`config.mk`:
```
export PLATFORM = sky130hd
export DESIGN_NAME = hazard_detect
export DESIGN_NICKNAME = d
export VERILOG_FILES = /design/src/rtl/hazard_detect_pkg.sv /design/src/rtl/hazard_detect_decode.sv /design/src/rtl/hazard_detect.sv
export SDC_FILE = /design/constraint.sdc
export NUM_CORES = 1
export LEC_CHECK = 0
export CELL_PAD_IN_SITES_DETAIL_PLACEMENT = 0
export CELL_PAD_IN_SITES_GLOBAL_PLACEMENT = 1
export CORE_AREA = 2 2 63 65
export CTS_CLUSTER_DIAMETER = 100
export DETAILED_ROUTE_END_ITERATION = 12
export DIE_AREA = 0 0 65 67
export GPL_TIMING_DRIVEN = 0
export PLACE_DENSITY = 0.67
export REMOVE_ABC_BUFFERS = 1
export SETUP_SLACK_MARGIN = 0.4
export SLEW_MARGIN = 10
export SYNTH_ARGS = -nofsm -noshare
export SYNTH_HDL_FRONTEND = slang
export SYNTH_SLANG_ARGS = --single-unit
```
`constraint.sdc`:
```
create_clock -name clk -period 2 [get_ports clk]
set_clock_uncertainty 0.2 [all_clocks]
set_input_delay 0.4 -clock clk [delete_from_list [all_inputs] [get_ports clk]]
set_output_delay 0.4 -clock clk [all_outputs]
set_load 0.01 [all_outputs]
```
`src/rtl/hazard_detect_pkg.sv`:
```
// Shared pipeline definitions: opcode constants, hazard codes and the producer
// record used by the hazard detector and the forwarding unit.
package hazard_detect_pkg;

  localparam logic [6:0] OPC_LOAD   = 7'b0000011;
  localparam logic [6:0] OPC_STORE  = 7'b0100011;
  localparam logic [6:0] OPC_BRANCH = 7'b1100011;
  localparam logic [6:0] OPC_JAL    = 7'b1101111;
  localparam logic [6:0] OPC_JALR   = 7'b1100111;
  localparam logic [6:0] OPC_LUI    = 7'b0110111;
  localparam logic [6:0] OPC_AUIPC  = 7'b0010111;
  localparam logic [6:0] OPC_OP     = 7'b0110011;
  localparam logic [6:0] OPC_OP_IMM = 7'b0010011;

  localparam logic [2:0] HZ_NONE    = 3'd0;
  localparam logic [2:0] HZ_EX_RS1  = 3'd1;
  localparam logic [2:0] HZ_EX_RS2  = 3'd2;
  localparam logic [2:0] HZ_MEM_RS1 = 3'd3;
  localparam logic [2:0] HZ_MEM_RS2 = 3'd4;

  typedef struct packed {
    logic [4:0] rd;
    logic       wr;
    logic       ld;
  } prod_rec_t;

  localparam prod_rec_t REC_BUBBLE = '{rd: 5'd0, wr: 1'b0, ld: 1'b0};

  // x0 is hard-wired zero, so a write to it never creates a dependency.
  function automatic logic rec_match(input prod_rec_t rec, input logic used,
                                     input logic [4:0] src);
    return rec.wr && (rec.rd != 5'd0) && used && (src == rec.rd);
  endfunction

endpackage

```
`src/rtl/hazard_detect_decode.sv`:
```
// Opcode classification for the hazard detector: which register fields an
// instruction reads and whether it writes rd or is a load.
module hazard_decode
  import hazard_detect_pkg::*;
(
  input  logic [6:0] op,
  output logic       uses_rs1,
  output logic       uses_rs2,
  output logic       writes_rd,
  output logic       is_load
);

  // Unknown opcodes are treated conservatively as rs1 readers and rd writers.
  always_comb begin
    uses_rs1  = 1'b1;
    uses_rs2  = 1'b0;
    writes_rd = 1'b1;
    is_load   = 1'b0;
    case (op)
      OPC_LUI, OPC_AUIPC, OPC_JAL: uses_rs1 = 1'b0;
      OPC_OP:                      uses_rs2 = 1'b1;
      OPC_STORE, OPC_BRANCH: begin
        uses_rs2  = 1'b1;
        writes_rd = 1'b0;
      end
      OPC_LOAD:                    is_load = 1'b1;
      default:                     uses_rs1 = 1'b1;
    endcase
  end

endmodule

```
`src/rtl/hazard_detect.sv`:
```
// Data-hazard detector: tracks the two producers ahead of ID, flags EX/MEM
// dependencies one cycle later and stalls one cycle on a load-use.
module hazard_detect
  import hazard_detect_pkg::*;
(
  input  logic       clk,
  input  logic       reset,
  input  logic       id_valid,
  input  logic [6:0] id_op,
  input  logic [4:0] id_rd,
  input  logic [4:0] id_rs1,
  input  logic [4:0] id_rs2,
  input  logic       redirect,
  output logic       stall,
  output logic       is_hazard1,
  output logic [2:0] hazard_reg1,
  output logic       is_hazard2,
  output logic [2:0] hazard_reg2,
  output logic       ex_is_bubble
);

  localparam logic [0:0] ST_RUN   = 1'b0;
  localparam logic [0:0] ST_STALL = 1'b1;

  logic [0:0] state_r;
  prod_rec_t  ex_rec_r;
  prod_rec_t  mem_rec_r;

  logic       uses_rs1_s;
  logic       uses_rs2_s;
  logic       writes_rd_s;
  logic       is_load_s;
  logic       advance_s;
  logic       ex_m1_s;
  logic       ex_m2_s;
  logic       mem_m1_s;
  logic       mem_m2_s;
  logic       stall_s;
  logic [2:0] hz1_s;
  logic [2:0] hz2_s;
  prod_rec_t  id_rec_s;

  hazard_decode u_decode (
    .op        (id_op),
    .uses_rs1  (uses_rs1_s),
    .uses_rs2  (uses_rs2_s),
    .writes_rd (writes_rd_s),
    .is_load   (is_load_s)
  );

  // Source matching, stall condition and next hazard codes; a redirect
  // squashes the ID instruction and therefore overrides any stall.
  always_comb begin
    advance_s   = id_valid && !redirect;
    ex_m1_s     = rec_match(ex_rec_r, uses_rs1_s, id_rs1);
    ex_m2_s     = rec_match(ex_rec_r, uses_rs2_s, id_rs2);
    mem_m1_s    = rec_match(mem_rec_r, uses_rs1_s, id_rs1);
    mem_m2_s    = rec_match(mem_rec_r, uses_rs2_s, id_rs2);
    stall_s     = advance_s && (state_r == ST_RUN) && ex_rec_r.ld && (ex_m1_s || ex_m2_s);
    id_rec_s.rd = id_rd;
    id_rec_s.wr = writes_rd_s;
    id_rec_s.ld = is_load_s;
    if (ex_m1_s) begin
      hz1_s = HZ_EX_RS1;
    end else if (ex_m2_s) begin
      hz1_s = HZ_EX_RS2;
    end else begin
      hz1_s = HZ_NONE;
    end
    if (mem_m1_s) begin
      hz2_s = HZ_MEM_RS1;
    end else if (mem_m2_s) begin
      hz2_s = HZ_MEM_RS2;
    end else begin
      hz2_s = HZ_NONE;
    end
  end

  assign stall = stall_s;

  // Producer records, FSM and the hazard outputs aligned with the ID/EX register.
  always_ff @(posedge clk or posedge reset) begin
    if (reset) begin
      state_r      <= ST_RUN;
      ex_rec_r     <= REC_BUBBLE;
      mem_rec_r    <= REC_BUBBLE;
      is_hazard1   <= 1'b0;
      hazard_reg1  <= HZ_NONE;
      is_hazard2   <= 1'b0;
      hazard_reg2  <= HZ_NONE;
      ex_is_bubble <= 1'b1;
    end else begin
      mem_rec_r <= ex_rec_r;
      if (stall_s || !advance_s) begin
        state_r      <= stall_s ? ST_STALL : ST_RUN;
        ex_rec_r     <= REC_BUBBLE;
        is_hazard1   <= 1'b0;
        hazard_reg1  <= HZ_NONE;
        is_hazard2   <= 1'b0;
        hazard_reg2  <= HZ_NONE;
        ex_is_bubble <= 1'b1;
      end else begin
        state_r      <= ST_RUN;
        ex_rec_r     <= id_rec_s;
        is_hazard1   <= (hz1_s != HZ_NONE);
        hazard_reg1  <= hz1_s;
        is_hazard2   <= (hz2_s != HZ_NONE);
        hazard_reg2  <= hz2_s;
        ex_is_bubble <= 1'b0;
      end
    end
  end

endmodule
```
==> impl_metrics.ini <==
[outcome]
outcome = finished with violations
violations = negative setup slack

[worst_setup_path]
cp-end-kind = primary output
path_max_fanout = 3
max_stage_delay_ns = 0.53
worstPathRequired_ns = 1.40
startpoint_type = flip-flop
critPathArrivalTime_ns = 1.81
crit_slowest_cell = or4_4
path_cells = or4_4, o21ai_4, nor4_4, nor2_2, nor2_1, buf_2
worstSetupPathType = reg2out

[cts]
clock_latency_ns = 0.26
cts_sinks = 21
h-tree-depth = 1
numCtsBuffers = 3
cts_hold_buf = 0
cts_tree = yes
path_clk_slew_ns = 0.08
clockBufferDepth = 2
root_buffer = clkbuf_8

[global_route]
grt_pass1_vias = 937
grt_max_degree = 22
grt.overflow.total = 0
grt_pass1_wl_microns = 4512
track_usage_pct = 14.00
antenna_found_initial = 0

[yosys]
synth_area_sq_mm = 0.001047
syn_inst = 99
synth_seq_area_share_pct = 50.30
synth_seq_cells = 21
ys_warn_count = 0
syn_avg_cell_area_sq_um = 10.58
ys_types = 30

[power_and_ir_drop]
p_leak_uw = 0.0008638
combPwrFrac_pct = 19.3
seqPwrFrac_pct = 49.9
internal-power_uw = 666.8
p_sw_share_pct = 25.57
peakVddDrop_uv = 246.3
p_switching_uw = 229.0
cellPowerDensity_mw_per_mm2 = 490.7
power_uw = 895.8
clock_power_share_pct = 30.8

[routing]
ant_nets = 0
vias_per_cell = 4.450
first_pass_iters = 4
routedWlPerCell_microns = 13.92
drtIter0Drc = 35
num_vias = 899
wl_microns = 2812
drc = 0

[timing]
fmax_mhz = 414.3
period_minus_slack_ns = 2.414
worst_slew_pin_slew_ns = 0.7696
setup_ws_ns = -0.4138
relSlewSlack_pct = 48.64
setup_viol = 16
min_period_over_period_pct = 120.7
slew_viol_final = 0
fin_setup_tns_ns = -3.254
whs_ns = 0.2366
timing_hold_violations_final = 0
rsz0062_at_grt = true

[floorplan]
die_h_microns = 67
initial_core_util_pct = 29.04
die_w_microns = 65
coreArea_sq_mm = 0.003606
ios = 36
die-area_sq_mm = 0.004355
num_rows = 22

[min_path]
hp-class = reg2reg

[final_layout]
final_cell_mix = dfrtp_1, dlygate4sd2_1, buf_4
multiInputGateArea_sq_um = 671.9
syn_to_final_growth_pct = 74.31
seqCellArea_sq_um = 526.8
drive_gt1_share_pct = 37.01
final.fill_count = 322
diodes = 0
nets = 181
final_common_cell = dfrtp_1

[placed_design]
numPortBuffers = 34
dpl.hpwl_microns = 1689
routabilityCongestion = 0.9410
post-place-ws_ns = -1.180

[run]
cap_violations = 0
-- critical path, delay by kind of cell, from the launching register on --
| kind | cells | cell delay (ns) |
|---|---|---|
| simple gates | 4 | 0.78 |
| flops | 1 | 0.40 |
| compound gates | 1 | 0.23 |
| buf+inv | 1 | 0.14 |
-- registers in the layout, summed over array words and instances, names as in the netlist --
| name | flops |
|---|---|
| ex_is_bubble | 1 |
| ex_rec_r | 7 |
| hazard_reg1 | 2 |
| hazard_reg2 | 2 |
| is_hazard1 | 1 |
| is_hazard2 | 1 |
| mem_rec_r | 6 |
| state_r | 1 |
-- path summary, 6_finish.rpt --
kind                        startpoint        endpoint  slack (ns)  cells after the start
max in group asynchronous        reset  hazard_reg1[0]        0.75                      2
min                        ex_rec_r[1]    mem_rec_r[1]        0.24                      0
max reg2reg                ex_rec_r[4]      is_hazard1       -0.37                     13
max                        ex_rec_r[4]           stall       -0.41                      6
min reg2reg                ex_rec_r[1]    mem_rec_r[1]        0.24                      0
min in group asynchronous        reset  hazard_reg2[2]        0.38                      2
-- final cells by class --
cell class	instances	share of cell area (%)
clock buffer	3	2.262
tap	48	3.290
sequential	21	28.86
inverter	8	1.645
multi-input combinational	68	36.81
clock inverter	1	0.2742
timing repair buffer	53	26.87
-- power groups by stage --
stage | Sequential [uW] | Clock (uW) | Combinational, uW
after floorplan | 454 | 0 | 59.4
after global routing | 448 | 297 | 189
after global placement | 456 | 0 | 132
after CTS | 446 | 276 | 155
after detailed placement | 456 | 0 | 132
final | 447 | 276 | 173
-- repair_timing --
action,CTS,global route
pin swaps,19,14
endpoints found under the setup margin,24,17
gates resized for setup,61,21
buffers inserted,16,3
cloned,1,0
-- through the flow --
step	util (%)	instances	instance area, sq um
floorplan	-	96	1027
global placement	39.59	178	1428
detailed placement	39.59	178	1428
CTS	47.54	199	1714
global route	50.62	202	1826
finish	50.62	202	1826
-- Yosys cell counts --
library cell  count  area share (%)
a211o_1           1            0.84
a21oi_1           3             1.4
and3_1            1            0.60
buf_2             1            0.48
buf_4             2             1.4
conb_1            1            0.36
dfrtp_1          20              48
dfstp_2           1             2.5
inv_1             8             2.9
nand2_1           5             1.8
nand3_1           3             1.4
nand3b_1          1            0.72
nand4_1           1            0.60
nand4b_1          2             1.7
nand4bb_1         1             1.1
nor2_1           12             4.3
nor2b_1           1            0.60
nor3_1            1            0.48
nor3b_1           1            0.72
nor3b_2           1             1.2
nor4_1            4             2.4
nor4b_1           1            0.84
o21ai_0           1            0.48
o21ai_2           1            0.84
or3b_2            1            0.84
or4_1             3             2.2
or4_4             1             1.1
xnor2_1          12              10
xor2_1            7             5.9
xor2_4            1             2.6
-- routing by layer --
metal | wire length, microns | global-route usage, % | up-vias
met5 | 0 | 0 | -
met4 | 71 | 7.713 | 0
met3 | 106 | 1.858 | 6
met2 | 1400 | 23.71 | 23
met1 | 1233 | 17.18 | 429
li1 | - | - | 441
-- logic make-up (layout without fill, tap and decap cells) --
| family | count (synthesis) | count (layout) | synth area share, % |
|---|---|---|---|
| compound gates | 6 | 7 | 3.584 |
| xor+xnor | 20 | 20 | 18.52 |
| buf+inv | 11 | 65 | 4.778 |
| flops | 21 | 21 | 50.30 |
| other cells | 1 | 1 | 0.3581 |
| simple gates | 40 | 40 | 22.46 |
(Power assumes the default switching activity.)
